File: config.mk
export PLATFORM = sky130hd
export DESIGN_NAME = contador_bcd_mod_param
export DESIGN_NICKNAME = d
export VERILOG_FILES = /design/src/rtl/contador_bcd_mod_param.sv
export SDC_FILE = /design/constraint.sdc
export NUM_CORES = 1
export LEC_CHECK = 0
export CAP_MARGIN = 20
export CORE_ASPECT_RATIO = 0.9
export CORE_UTILIZATION = 28
export DETAILED_ROUTE_END_ITERATION = 10
export GPL_TIMING_DRIVEN = 0
export SLEW_MARGIN = 40
export SYNTH_ARGS = -nofsm -noshare
export SYNTH_HDL_FRONTEND = slang
export SYNTH_SLANG_ARGS = --single-unit
File: constraint.sdc
create_clock -name clk -period 4.8 [get_ports clk]
set_input_delay 1.2 -clock clk [delete_from_list [all_inputs] [get_ports clk]]
set_output_delay 1.2 -clock clk [all_outputs]
set_load 0.01 [all_outputs]
File: src/rtl/contador_bcd_mod_param.sv
// rtl/contador_bcd_mod_param.sv - selectable BCD up/down counter with load and wrap pulse
// Optional auto-repeat of held requests: define CONTADOR_BCD_AUTOREPEAT_EN.
module contador_bcd_mod_param #(
  parameter int MOD_MIN  = 0,
  parameter int MOD_MAX  = 59,
  parameter int WIDTH    = 7,
  parameter int FIELD_ID = 8,
  parameter int TICK_DIV = 13000000
) (
  input  logic             clk,
  input  logic             reset,
  input  logic [3:0]       en_count,
  input  logic             enUP,
  input  logic             enDOWN,
  input  logic             load,
  input  logic [WIDTH-1:0] load_val,
  output logic [WIDTH-1:0] count,
  output logic [3:0]       digit1,
  output logic [3:0]       digit0,
  output logic             wrap
);

  localparam logic [WIDTH-1:0]   MIN_V   = WIDTH'(MOD_MIN);
  localparam logic [WIDTH-1:0]   MAX_V   = WIDTH'(MOD_MAX);
  localparam logic signed [WIDTH:0] MIN_S = (WIDTH+1)'(MOD_MIN);
  localparam logic signed [WIDTH:0] MAX_S = (WIDTH+1)'(MOD_MAX);
  localparam logic [3:0]         FIELD_V = 4'(FIELD_ID);

  generate
    if (MOD_MIN < 0 || MOD_MIN >= MOD_MAX || MOD_MAX > 99) begin : g_bad_range
      $error("contador_bcd_mod_param: need 0 <= MOD_MIN < MOD_MAX <= 99");
    end
    if (MOD_MAX >= (1 << WIDTH)) begin : g_bad_width
      $error("contador_bcd_mod_param: WIDTH too small for MOD_MAX");
    end
    if (TICK_DIV < 2) begin : g_bad_div
      $error("contador_bcd_mod_param: TICK_DIV must be >= 2");
    end
  endgenerate

  logic active;
  logic up_req;
  logic dn_req;
  logic up_q;
  logic dn_q;
  logic up_edge;
  logic dn_edge;
  logic step_up;
  logic step_dn;
  logic in_range;
  logic signed [WIDTH:0] load_s;
  logic [7:0] cnt8;

  // Up wins when both buttons are held.
  assign active  = (en_count == FIELD_V);
  assign up_req  = active & enUP;
  assign dn_req  = active & enDOWN & ~enUP;
  assign up_edge = up_req & ~up_q;
  assign dn_edge = dn_req & ~dn_q;

  assign load_s   = $signed({1'b0, load_val});
  assign in_range = (load_s >= MIN_S) && (load_s <= MAX_S);

`ifdef CONTADOR_BCD_AUTOREPEAT_EN
  localparam int PW = $clog2(TICK_DIV);

  logic [PW-1:0] presc;
  logic          tick;

  assign tick = (presc == PW'(TICK_DIV - 1));

  // Restarts on every fresh press so the first repeat lands TICK_DIV cycles later.
  always_ff @(posedge clk) begin
    if (reset) begin
      presc <= '0;
    end else if (load || up_edge || dn_edge || !(up_req || dn_req) || tick) begin
      presc <= '0;
    end else begin
      presc <= presc + PW'(1);
    end
  end

  assign step_up = up_edge | (tick & up_req);
  assign step_dn = dn_edge | (tick & dn_req);
`else
  assign step_up = up_edge;
  assign step_dn = dn_edge;
`endif

  always_ff @(posedge clk) begin
    if (reset) begin
      count <= MIN_V;
      wrap  <= 1'b0;
      up_q  <= 1'b0;
      dn_q  <= 1'b0;
    end else begin
      up_q <= up_req;
      dn_q <= dn_req;
      wrap <= 1'b0;
      if (load) begin
        count <= in_range ? load_val : MIN_V;
      end else if (step_up) begin
        if (count == MAX_V) begin
          count <= MIN_V;
          wrap  <= 1'b1;
        end else begin
          count <= count + 1'b1;
        end
      end else if (step_dn) begin
        if (count == MIN_V) begin
          count <= MAX_V;
          wrap  <= 1'b1;
        end else begin
          count <= count - 1'b1;
        end
      end
    end
  end

  assign cnt8   = 8'(count);
  assign digit1 = 4'(cnt8 / 8'd10);
  assign digit0 = 4'(cnt8 % 8'd10);

endmodule

==> results.md <==
- Mapped Cells: 186
- Die height: 66.7 um
- RSZ-0062 raised after global routing: no
- Global Route Usage Sum: 16.7%
- Share of layout cells above drive strength 1: 5.94%
- Commonest cells after routing, fill and taps aside: clkdlybuf4s50_1, nor2_1, nand2_1, clkbuf_1, dfxtp_1
- PnR worst setup slack: 0.700 ns
- Place WS: 0.983 ns
- Final hold violation count: 0
- Ant. Diodes: 0
- Mapped Area: 1300 sq um
- Clk root buf: clkbuf_8
- Startpoint Class: flop
- Commonest non-fill, non-tap cell in the layout: clkdlybuf4s50_1
- DRC violations left: 2
- Final Instance Area: 1720 sq um
- IR drop worst, VDD: 0.145 mV
- Static Leak: 0.585 nW
- Main flop type after synthesis: dfxtp_1
- Global route overflow: 0
- # IOs: 32
- First-pass GRT wire length: 6480 um
- Warnings, synthesis: 0
- Post-DP HPWL: 2950 um
- Number of max-cap violations: 0
- # Post-CTS Setup Buffers: 0
- Yosys reg bits: 10
- Cell Area, Placed: 1680 sq um
- Failing checks: design-rule violations
- Die area: 4930 sq um
- CTS buffer count: 3
- Setup TNS Final: 0 ns
- Max Slew Vio Count: 0
- Clock Tree Buf Depth: 2
- Post-synth EDFFs: 0
- Die width: 73.9 um
- Syn avg cell area: 7.00 sq um
- Clock latency on the worst-skew pair: 0.23 ns
- Setup Crit Path Kind: reg2out
- Gpl congestion: 0.848
- Vias in the first global route: 1343
- Final setup fails: 0
- Outcome: finished with violations
- Final core utilization: 38.6%
- CP Max Fanout: 10
- P&R area growth vs syn: 32.2%
- Clock sink count: 10
- CTS tree: built
- Tightest Pin Transition: 0.658 ns
- Starting DRT DRC Count: 109
- Worst-path clk slew: 0.05 ns
- Pwr dens: 206 nW/um^2
- Initial Util: 29.2%
- Nature of the critical path endpoint: output pin
- Rows: 23
- Fmax: 244 MHz
- DR vias/cell: 5.37
- Syn_nets: 206
- # resized after CTS: 0
- WL final: 3910 um
- Via count: 1508
- Worst R2R Path Depth: 7
- Filler cells: 492
- Register area share after synthesis: 15.4%
- Critical Path RT: 3.60 ns
- Worst Hold Depth: 2
- WP data arrival: 2.90 ns
- Crit path time final: 4.10 ns
- Port Buf Inserts: 30
- Largest area contributor in the netlist: dfxtp_1
- Largest net degree at the start of global routing: 11
- Skew final: 0.00173 ns
- Slew headroom: 55.8%
- Nets: 241
- Initial antenna violation count: 0
- Detail Route Antenna Nets: 0
- FFs w/ async S/R, synth: 0%
- Synth top area cells: dfxtp_1, nor2_1, xnor2_1
- Hold WC Path Type: reg2reg
- H-tree lvl count: 1
- Hold_buf cts: 0
- Final period util: 85.4%
- Core area: 4460 sq um
- Pre-antenna DRT Iters: 7
- Cell variety after synth: 56
- Wirelength per Cell: 13.9 um
- Top-area cell type share of the netlist area: 15.4%
-- critical path, cell delays in order, from the launching register on --
cell	delay (ns)
dfxtp_1	0.44
clkbuf_1	0.35
clkbuf_1	0.47
o311ai_0	0.26
o32a_1	0.24
nand3_1	0.15
mux2i_1	0.21
clkdlybuf4s50_1	0.55
-- routing by layer --
layer	wire length, um	share of wire, %	GRT usage, %	vias to the layer above
li1	-	-	-	757
met1	1850	47	23.0	687
met2	1780	46	28.2	60
met3	246	6.3	1.36	4
met4	25	0.64	3.61	0
met5	0	0	0	-
-- report_power, final --
part	total (mW)	switching (mW)	leakage [nW]	internal, mW
logic	0.174	0.0889	0.482	0.0846
registers	0.0956	0.00792	0.0820	0.0877
clock network	0.0851	0.0304	0.0216	0.0547
-- cells in the mapped netlist, types with 3 or more instances --
library cell / count
a211oi_1: 5
a21oi_1: 8
a311oi_1: 3
a31oi_1: 6
and3_1: 4
buf_1: 3
clkbuf_1: 12
dfxtp_1: 10
ha_1: 4
inv_1: 7
mux2i_1: 4
nand2_1: 15
nand2b_1: 6
nand3_1: 5
nand4_1: 4
nor2_1: 18
nor2b_1: 5
nor3_1: 4
o21ai_0: 8
xnor2_1: 7
-- cell families (layout without fill, tap and decap cells) --
logic type	after synthesis	in the layout	synth area share, %
fa+ha+maj	4	4	3.84
mux	6	6	5.09
buf+inv	26	59	8.55
xor+xnor	8	8	5.38
flops	10	10	15.4
simple gates	76	76	31.2
compound gates	56	56	30.5
-- layout make-up --
cell class / instances / area (sq um) / share of cell area [%]
repair buffers: 30 / 300 / 17.4
well taps: 62 / 77.6 / 4.51
flip-flops and latches: 10 / 200 / 11.6
plain buffers: 19 / 85.1 / 4.94
clock buffers: 3 / 41.3 / 2.40
multi-input cells: 150 / 991 / 57.6
inverters: 7 / 26.3 / 1.53
-- flip-flops by register name, indices dropped and copies added (netlist names) --
signal / cells
wrap: 1
dn_q: 1
up_q: 1
count: 7
-- through the flow --
step / power, mW / instances / hold WS [ns]
2_1_floorplan: 0.203 / 186 / 0.587
3_3_place_gp: 0.270 / 278 / 0.612
3_5_place_dp: 0.269 / 278 / 0.630
4_1_cts: 0.359 / 281 / 0.640
5_1_grt: 0.379 / 281 / 0.688
6_report: 0.354 / 281 / 0.647
-- path summary, 6_finish.rpt --
| check | start | slack [ns] | end |
|---|---|---|---|
| worst max-delay path | count[4] | 0.70 | digit0[3] |
| worst min-delay path | count[0] | 0.65 | count[0] |
| worst min register to register | count[0] | 0.65 | count[0] |
| worst max register to register | count[1] | 2.58 | count[2] |
Power figures use the tool's default switching activity.
